==> config.mk <==
export PLATFORM = sky130hd
export DESIGN_NAME = dma_transfer_controller
export DESIGN_NICKNAME = d
export VERILOG_FILES = /design/src/rtl/dma_transfer_controller.sv
export SDC_FILE = /design/constraint.sdc
export NUM_CORES = 1
export LEC_CHECK = 0
export CORE_AREA = 4 4 68 70
export DETAILED_ROUTE_END_ITERATION = 8
export DIE_AREA = 0 0 72 74
export PLACE_DENSITY = 0.82
export SLEW_MARGIN = 10
export SYNTH_ARGS = -nofsm -noshare
export SYNTH_HDL_FRONTEND = slang
export SYNTH_SLANG_ARGS = --single-unit
export TNS_END_PERCENT = 1
==> constraint.sdc <==
create_clock -name clk -period 3.2 [get_ports clk]
set_input_delay 0.64 -clock clk [delete_from_list [all_inputs] [get_ports clk]]
set_output_delay 0.64 -clock clk [all_outputs]
set_load 0.1 [all_outputs]
==> src/rtl/dma_transfer_controller.sv <==
// Bus-master DMA engine: requests the bus, then copies XFER_LEN device words
// to memory at base..base+XFER_LEN-1, one word per mem_ack, and pulses dma_end.
module dma_transfer_controller #(
  parameter int WORD_SIZE = 16,
  parameter int XFER_LEN  = 12,
  parameter int CNT_W     = 4
) (
  input  logic                 clk,
  input  logic                 reset_n,
  input  logic                 cmd_valid,
  input  logic [WORD_SIZE-1:0] cmd_addr,
  input  logic                 BG,
  output logic                 BR,
  output logic [CNT_W-1:0]     dev_idx,
  input  logic [WORD_SIZE-1:0] dev_data,
  output logic                 mem_write,
  output logic [WORD_SIZE-1:0] mem_addr,
  output logic [WORD_SIZE-1:0] mem_data,
  input  logic                 mem_ack,
  output logic [CNT_W-1:0]     dma_counter,
  output logic                 dma_end,
  output logic                 busy
);

  typedef enum logic [2:0] {IDLE, REQUEST, TRANSFER, PAUSE, DONE} state_t;

  localparam logic [CNT_W-1:0] LAST_IDX = CNT_W'(XFER_LEN - 1);

  state_t               state_reg, state_next;
  logic [WORD_SIZE-1:0] base_reg, base_next;
  logic [CNT_W-1:0]     counter_reg, counter_next;
  logic                 busy_reg, busy_next;
  logic                 end_reg, end_next;

  always_ff @(posedge clk or negedge reset_n) begin
    if (!reset_n) begin
      state_reg   <= IDLE;
      base_reg    <= '0;
      counter_reg <= '0;
      busy_reg    <= 1'b0;
      end_reg     <= 1'b0;
    end else begin
      state_reg   <= state_next;
      base_reg    <= base_next;
      counter_reg <= counter_next;
      busy_reg    <= busy_next;
      end_reg     <= end_next;
    end
  end

  always_comb begin
    state_next   = state_reg;
    base_next    = base_reg;
    counter_next = counter_reg;
    busy_next    = busy_reg;
    case (state_reg)
      IDLE: begin
        if (cmd_valid) begin
          base_next    = cmd_addr;
          counter_next = '0;
          busy_next    = 1'b1;
          state_next   = REQUEST;
        end
      end
      REQUEST: begin
        if (BG) state_next = TRANSFER;
      end
      TRANSFER: begin
        // An ack coinciding with grant loss is still honoured before pausing.
        if (mem_ack) begin
          if (counter_reg == LAST_IDX) begin
            state_next = DONE;
          end else begin
            counter_next = counter_reg + 1'b1;
            if (!BG) state_next = PAUSE;
          end
        end else if (!BG) begin
          state_next = PAUSE;
        end
      end
      PAUSE: begin
        if (BG) state_next = TRANSFER;
      end
      DONE: begin
        counter_next = '0;
        busy_next    = 1'b0;
        state_next   = IDLE;
      end
      default: state_next = IDLE;
    endcase
    end_next = (state_next == DONE);
  end

  assign BR          = (state_reg == REQUEST) || (state_reg == TRANSFER) || (state_reg == PAUSE);
  assign mem_write   = (state_reg == TRANSFER);
  assign mem_addr    = base_reg + WORD_SIZE'(counter_reg);
  assign mem_data    = dev_data;
  assign dev_idx     = counter_reg;
  assign dma_counter = counter_reg;
  assign dma_end     = end_reg;
  assign busy        = busy_reg;

endmodule

==> impl_metrics.env, run 1 <==
export IMPL_status="complete, no violations"
export IMPL_dr_total_vias=1136
export IMPL_max_freq_mhz=325
export IMPL_rows=23
export IMPL_relSlewSlack_pct=67.3
export IMPL_async_flop_share_pct=100
export IMPL_maxCapViolCount=0
export IMPL_die_height_um=74
export IMPL_synth_area_leaders="dfrtp_1 40%, mux2_2 11%, buf_4 9.7%, xnor2_1 6.2%, ha_1 4.0%"
export IMPL_grt_pass1_vias=1113
export IMPL_end_kind="primary output"
export IMPL_grt_max_degree=26
export IMPL_drive_gt1_share_pct=39.1
export IMPL_port_buffers=48
export IMPL_synth_edff_count=0
export IMPL_synth_top_area_share_pct=40.5
export IMPL_whs_ps=518
export IMPL_clock_latency_ps=270
export IMPL_vias_per_cell=4.96
export IMPL_finalHoldViolCount=0
export IMPL_ys_flop_type="dfrtp_1"
export IMPL_cts_sinks=25
export IMPL_drt_pass1_iterations=4
export IMPL_syn2layout_area_growth_pct=45.3
export IMPL_post_cts_setup_buffers=0
export IMPL_largest_register_ffs=16
export IMPL_first_iter_violations=51
export IMPL_track_usage_pct=12.5
export IMPL_fill_cells=333
export IMPL_critPathLaunchType="register"
export IMPL_antenna_cells=0
export IMPL_antenna_found_initial=0
export IMPL_drt_total_wl_um=3220
export IMPL_stdcell_count=229
export IMPL_dp_cells=225
export IMPL_place_area_mm2=0.00218
export IMPL_fin_skew_ps=1.79
export IMPL_grt_pass1_wl_um=5130
export IMPL_htree_num_levels=1
export IMPL_grt_ovfl_total=0
export IMPL_cts_buffers_inserted=3
export IMPL_critical_path_class="register to primary output"
export IMPL_fin_nets=223
export IMPL_drv_slew=0
export IMPL_crit_fanout=7
export IMPL_hp_class="register to register"
export IMPL_pin_count=81
export IMPL_setup_viol_count_final=0
export IMPL_synth_cells=146
export IMPL_worstPathRequired_ps=2560
export IMPL_dieArea_mm2=0.00533
export IMPL_period_share_pct=96.3
export IMPL_cts_hold_buf=0
export IMPL_worstMarginPinSlew_ps=485
export IMPL_syn_area_per_cell_um2=10.6
export IMPL_design_area_mm2=0.00224
export IMPL_yosysMostFrequentCell="dfrtp_1"
export IMPL_synthTopCellsByCount="25 x dfrtp_1, 20 x buf_4, 15 x mux2_2"
export IMPL_cts_buffer_depth=2
export IMPL_start_util_pct=38.9
export IMPL_cts_tree="yes"
export IMPL_route_detailed_drc=0
export IMPL_multiInputGateArea_um2=900
export IMPL_synth_area_mm2=0.00155
export IMPL_root_buffer="clkbuf_8"
export IMPL_seqCellArea_um2=628
export IMPL_die_w_um=72
export IMPL_ys_warn_count=0
export IMPL_routedWlPerCell_um=14.1
export IMPL_clk_pin_slew_ps=80
export IMPL_syn_nets=189
export IMPL_place_congestion=0.760
export IMPL_synth_top_cell_by_area="dfrtp_1"
export IMPL_layout_min_cycle_time_ps=3080
export IMPL_synth_cell_types=31
export IMPL_tns_ps=0
export IMPL_dp_hpwl_um=2640
export IMPL_antenna_left=0
export IMPL_ys_seq_area_share_pct=40.5
export IMPL_synth_seq_cells=25
export IMPL_worstPathArrival_ps=2440
export IMPL_rsz0062_at_grt="no"
export IMPL_coreArea_mm2=0.00397
==> cells in the final DEF, fill, tap and decap left out, types with 2 or more instances in the layout <==
cell,netlist,routed
a21oi_1,6,5
and3_1,3,3
and4_1,2,2
buf_12,0,12
buf_4,20,19
clkbuf_8,0,3
clkdlybuf4s50_1,0,20
dfrtp_1,25,23
dfrtp_2,0,2
ha_1,5,5
inv_1,7,7
mux2_2,15,15
nand2_1,9,9
nand3_1,4,3
nand4_1,5,5
nor2_1,5,5
nor2b_1,2,2
o21ai_0,7,7
xnor2_2,0,8
xnor2_4,0,3
xor2_2,0,2
==> metrics by stage <==
step,util [%],setup slack (ps)
finish,56.5,120
CTS,56.0,10.8
detailed placement,54.8,256
global placement,54.8,356
floorplan,-,-414
global route,56.5,6.01
==> path summary, 6_finish.rpt <==
| kind | end | cells after the start | slack [ps] | start |
|---|---|---|---|---|
| max | mem_addr[10] | 8 | 120 | dev_idx[0] |
| min | base_reg[0] | 1 | 520 | base_reg[0] |
| min reg2reg | base_reg[0] | 1 | 520 | base_reg[0] |
| max in group asynchronous | dev_idx[0] | 2 | 2210 | reset_n |
| max reg2reg | base_reg[13] | 3 | 1640 | state_reg[2] |
| min in group asynchronous | base_reg[11] | 2 | 720 | reset_n |
==> kinds of logic (layout without fill, tap and decap cells) <==
kind of cell / Yosys count / after routing / synth area share (%)
fa+ha+maj: 6 / 6 / 5.34
compound gates: 20 / 20 / 7.77
xor+xnor: 14 / 14 / 7.94
simple gates: 36 / 36 / 14.0
mux: 16 / 16 / 11.6
buf+inv: 29 / 62 / 12.9
flops: 25 / 25 / 40.5
==> worst max-delay path, stage by stage (launching register included) <==
cell and delay [ps]:
dfrtp_2 430, ha_1 220, inv_1 70, fa_1 420, nand2b_4 180, a211oi_4 280
nand3_2 170, xnor2_4 210, buf_12 190
==> routing by layer <==
layer | vias to the layer above | GRT usage, % | routed length (um)
li1 | 552 | - | -
met1 | 541 | 14.5 | 1300
met2 | 34 | 21.9 | 1680
met3 | 9 | 2.16 | 152
met4 | 0 | 6.68 | 88
met5 | - | 0 | 0
==> repair_timing <==
action,in CTS,in global routing
resized for setup,1,3
setup endpoints to repair,1,5
endpoints found under the hold margin,0,0
==> cell type report <==
type                       instances  area share, %
clock buffer                       4           2.01
multi-input combinational         92           40.1
tap                               50           2.79
timing repair buffer              51           26.0
sequential                        25           28.0
inverter                           7           1.17
Power of run 1 is not shown: default switching activity piles up to over one toggle a cycle in this logic, so the estimate is an artifact.
==> inputs of run 2 (changes only) <==
- DONT_BUFFER_PORTS: default -> 1
- PLACE_DENSITY: 0.82 -> 0.57
==> impl_metrics.env, run 2 (synthesis gave the netlist of run 1 again) <==
export IMPL_antenna_found_initial=0
export IMPL_die_height_um=74
export IMPL_clk_pin_slew_ps=80
export IMPL_final_cell_mix="21 x dfrtp_1, 15 x mux2_2, 14 x buf_12"
export IMPL_place_congestion=0.865
export IMPL_layout_min_cycle_time_ps=3030
export IMPL_port_buffers=0
export IMPL_dp_cells=198
export IMPL_grt_pass1_wl_um=5360
export IMPL_cp_slowest_stage_delay_ps=410
export IMPL_design_area_mm2=0.00204
export IMPL_routedWlPerCell_um=15.3
export IMPL_first_iter_violations=41
export IMPL_cts_sinks=25
export IMPL_max_freq_mhz=330
export IMPL_drive_gt1_share_pct=43.4
export IMPL_dp_hpwl_um=2500
export IMPL_worstPathRequired_ps=2560
export IMPL_tns_ps=0
export IMPL_maxCapViolCount=0
export IMPL_end_kind="primary output"
export IMPL_finalHoldViolCount=0
export IMPL_crit_fanout=4
export IMPL_worstPathArrival_ps=2390
export IMPL_antenna_left=0
export IMPL_vias_per_cell=5.18
export IMPL_antenna_cells=0
export IMPL_cts_hold_buf=0
export IMPL_dieArea_mm2=0.00533
export IMPL_largest_register_ffs=16
export IMPL_fin_skew_ps=3.95
export IMPL_grt_max_degree=26
export IMPL_stdcell_count=202
export IMPL_track_usage_pct=13.0
export IMPL_hp_class="primary input to async pin"
export IMPL_cts_tree="yes"
export IMPL_worstMarginPinSlew_ps=896
export IMPL_clock_latency_ps=270
export IMPL_drv_slew=0
export IMPL_final_common_cell="dfrtp_1"
export IMPL_status="complete, no violations"
export IMPL_critical_path_class="register to primary output"
export IMPL_critPathLaunchType="register"
export IMPL_place_area_mm2=0.00198
export IMPL_die_w_um=72
export IMPL_path_cells="ha_1 -> inv_1 -> fa_1 -> nand2b_1 -> a211oi_4 -> nand2_1 -> xnor2_4 -> buf_12"
export IMPL_dr_total_vias=1046
export IMPL_rsz0062_at_grt="yes"
export IMPL_start_util_pct=38.9
export IMPL_coreArea_mm2=0.00397
export IMPL_cts_buffers_inserted=3
export IMPL_setup_viol_count_final=0
export IMPL_rows=23
export IMPL_whs_ps=57.7
export IMPL_syn2layout_area_growth_pct=31.8
export IMPL_period_share_pct=94.8
export IMPL_cts_resized=0
export IMPL_route_detailed_drc=0
export IMPL_cpMaxStageDelayCell="fa_1"
export IMPL_root_buffer="clkbuf_8"
export IMPL_drt_pass1_iterations=4
export IMPL_fin_nets=196
export IMPL_relSlewSlack_pct=40.3
export IMPL_grt_ovfl_total=0
export IMPL_post_cts_setup_buffers=0
export IMPL_htree_num_levels=1
export IMPL_drt_total_wl_um=3090
export IMPL_pin_count=81
export IMPL_cts_buffer_depth=2
export IMPL_grt_pass1_vias=1142
## run 2: cell types whose count changed in the layout (fill, tap and decap cells not counted), sizes merged
cell,before,now
buf,31,23
clkbuf,4,5
clkdlybuf4s50,20,0
## run 2: worst paths after layout
kind                           endpoint  cells past startpoint   startpoint  slack (ps)
max in group asynchronous    dev_idx[3]                      0      reset_n        3060
min                         base_reg[1]                      0      reset_n          60
max                        mem_addr[14]                      8   dev_idx[0]         170
min reg2reg                 base_reg[0]                      1  base_reg[0]         520
max reg2reg                state_reg[0]                      6   dev_idx[1]        1370
min in group clk           state_reg[0]                      1           BG         470
## run 2: per-stage QoR
stage | util [%] | setup slack (ps)
floorplan | - | -414
global placement | 49.7 | 444
detailed placement | 49.7 | 392
CTS | 50.9 | 73.2
global route | 51.3 | 1.18
finish | 51.3 | 165
## run 2: critical path: cells and delay by family (launching register included)
family          cells  cell delay (ps)
fa+ha+maj           2              600
simple gates        2              420
compound gates      1              290
flops               1              370
xor+xnor            1              190
buf+inv             2              260
## run 2: cell type report
cell class                 count  area, um2
inverter                       7       26.3
fill                         349       1930
timing repair buffer          24        373
multi-input combinational     92        900
sequential                    25        631
tap                           50       62.6
clock buffer                   4       45.0
## run 2: routing by layer
metal	wire length (um)	vias to the layer above	GRT usage (%)
met5	0	-	0
met4	33	0	5.01
met3	236	4	4.32
met2	1630	45	23.4
met1	1190	500	14.2
li1	-	497	-
Power of run 2 is left out for the same reason.
==> inputs of run 3 (changes only) <==
--- a/constraint.sdc
+++ b/constraint.sdc
@@ -3,2 +3,2 @@
 set_output_delay 0.64 -clock clk [all_outputs]
-set_load 0.1 [all_outputs]
+set_load 0.01 [all_outputs]
==> impl_metrics.env, run 3 (synthesis gave the netlist of run 1 again) <==
export IMPL_status="complete, no violations"
export IMPL_antenna_cells=0
export IMPL_ir_drop_v=0.000260
export IMPL_drv_slew=0
export IMPL_fin_nets=175
export IMPL_cts_hold_buf=0
export IMPL_antenna_found_initial=0
export IMPL_drt_total_wl_um=3230
export IMPL_worstPathRequired_ps=2560
export IMPL_coreArea_mm2=0.00397
export IMPL_cts_tree="yes"
export IMPL_routedWlPerCell_um=17.9
export IMPL_path_cells="ha_1 -> inv_1 -> fa_1 -> nand2b_1 -> a211oi_2 -> nand3_1 -> xnor2_1"
export IMPL_start_util_pct=38.9
export IMPL_grt_ovfl_total=0
export IMPL_setup_viol_count_final=0
export IMPL_rr_startpoint="state_reg[2]"
export IMPL_rows=23
export IMPL_route_detailed_drc=0
export IMPL_pwr_share_seq_pct=41.6
export IMPL_cts_buffer_depth=2
export IMPL_dp_hpwl_um=2500
export IMPL_grt_pass1_vias=1000
export IMPL_internal_power_uw=681
export IMPL_p_clk_share_pct=16.0
export IMPL_drive_gt1_share_pct=18.3
export IMPL_dr_total_vias=1003
export IMPL_max_freq_mhz=345
export IMPL_critPathLaunchType="register"
export IMPL_htree_num_levels=1
export IMPL_drt_pass1_iterations=4
export IMPL_cp_slowest_stage_delay_ps=390
export IMPL_end_kind="primary output"
export IMPL_crit_start="dev_idx[0]"
export IMPL_antenna_left=0
export IMPL_first_iter_violations=43
export IMPL_cpMaxStageDelayCell="fa_1"
export IMPL_final_common_cell="dfrtp_1"
export IMPL_cts_buffers_inserted=3
export IMPL_power_leakage_uw=0.000636
export IMPL_stdcell_count=181
export IMPL_grt_pass1_wl_um=5150
export IMPL_cts_resized=0
export IMPL_layout_min_cycle_time_ps=2900
export IMPL_clock_latency_ps=270
export IMPL_dieArea_mm2=0.00533
export IMPL_largest_register_ffs=16
export IMPL_rsz0062_at_grt="no"
export IMPL_finalHoldViolCount=0
export IMPL_p_sw_uw=508
export IMPL_relSlewSlack_pct=65.4
export IMPL_die_w_um=72
export IMPL_fin_skew_ps=1.56
export IMPL_combPwrFrac_pct=42.4
export IMPL_crit_fanout=4
export IMPL_dp_cells=177
export IMPL_design_area_mm2=0.00151
export IMPL_cts_sinks=25
export IMPL_hp_class="primary input to async pin"
export IMPL_period_share_pct=90.7
export IMPL_port_buffers=0
export IMPL_worstMarginPinSlew_ps=519
export IMPL_critical_path_class="register to primary output"
export IMPL_maxCapViolCount=0
export IMPL_place_area_mm2=0.00146
export IMPL_post_cts_setup_buffers=0
export IMPL_grt_max_degree=26
export IMPL_clk_pin_slew_ps=90
export IMPL_final_cell_mix="25 x dfrtp_1, 15 x mux2_2, 11 x xnor2_1"
export IMPL_track_usage_pct=12.3
export IMPL_vias_per_cell=5.54
export IMPL_powerDensity_mw_per_mm2=788
export IMPL_die_height_um=74
export IMPL_whs_ps=56.6
export IMPL_pin_count=81
export IMPL_place_congestion=0.818
export IMPL_root_buffer="clkbuf_8"
export IMPL_tns_ps=0
export IMPL_worstPathArrival_ps=2260
export IMPL_swShare_pct=42.7
export IMPL_syn2layout_area_growth_pct=-2.35
[run 3: cell count changes in the layout (fill, tap and decap cells not counted), sizes merged]
cell	change
clkbuf	-2
buf	-20
clkinv	+1
[run 3: final timing paths]
check | to | slack [ps] | depth (start not counted)
min reg2reg | base_reg[2] | 520 | 1
min | base_reg[5] | 60 | 0
min in group clk | state_reg[0] | 470 | 1
max in group asynchronous | base_reg[1] | 3070 | 0
max | mem_addr[10] | 300 | 7
max reg2reg | base_reg[14] | 1640 | 3
[run 3: through the flow]
step / utilization (%) / setup slack [ps] / power, uW
after floorplan: - / 508 / 932
after global placement: 36.7 / 481 / 993
after global routing: 38.0 / 166 / 1290
after CTS: 37.9 / 92.0 / 1200
after detailed placement: 36.7 / 407 / 1010
final: 38.0 / 299 / 1190
[run 3: worst max-delay path, delay by kind of cell (launching register included)]
kind                       cells  cell delay [ps]
adders and majority gates      2              590
DFF                            1              360
AOI/OAI and AO/OA              1              340
and+or+nand+nor                2              340
xor gates and xnor gates       1              300
buffers and inverters          1               60
[run 3: metal layers]
metal	routed length (um)	track usage [%]
met5	0	0
met4	104	5.85
met3	214	3.51
met2	1580	20.4
met1	1330	14.9
[run 3: power groups by stage]
stage / clock, uW / combinational [uW] / sequential, uW
floorplan: 0 / 443 / 489
global placement: 0 / 497 / 497
CTS: 195 / 510 / 496
global route: 213 / 566 / 510
detailed placement: 0 / 508 / 502
finish: 190 / 504 / 495
[run 3: layout make-up]
| class | count | area, um2 |
|---|---|---|
| Multi-Input combinational cell | 92 | 726 |
| Sequential cell | 25 | 626 |
| Clock inverter | 1 | 5.00 |
| Clock buffer | 3 | 41.3 |
| Inverter | 7 | 26.3 |
| Tap cell | 50 | 62.6 |
| Fill cell | 401 | 2460 |
| Timing Repair Buffer | 3 | 22.5 |
(Power assumes the default switching activity.)
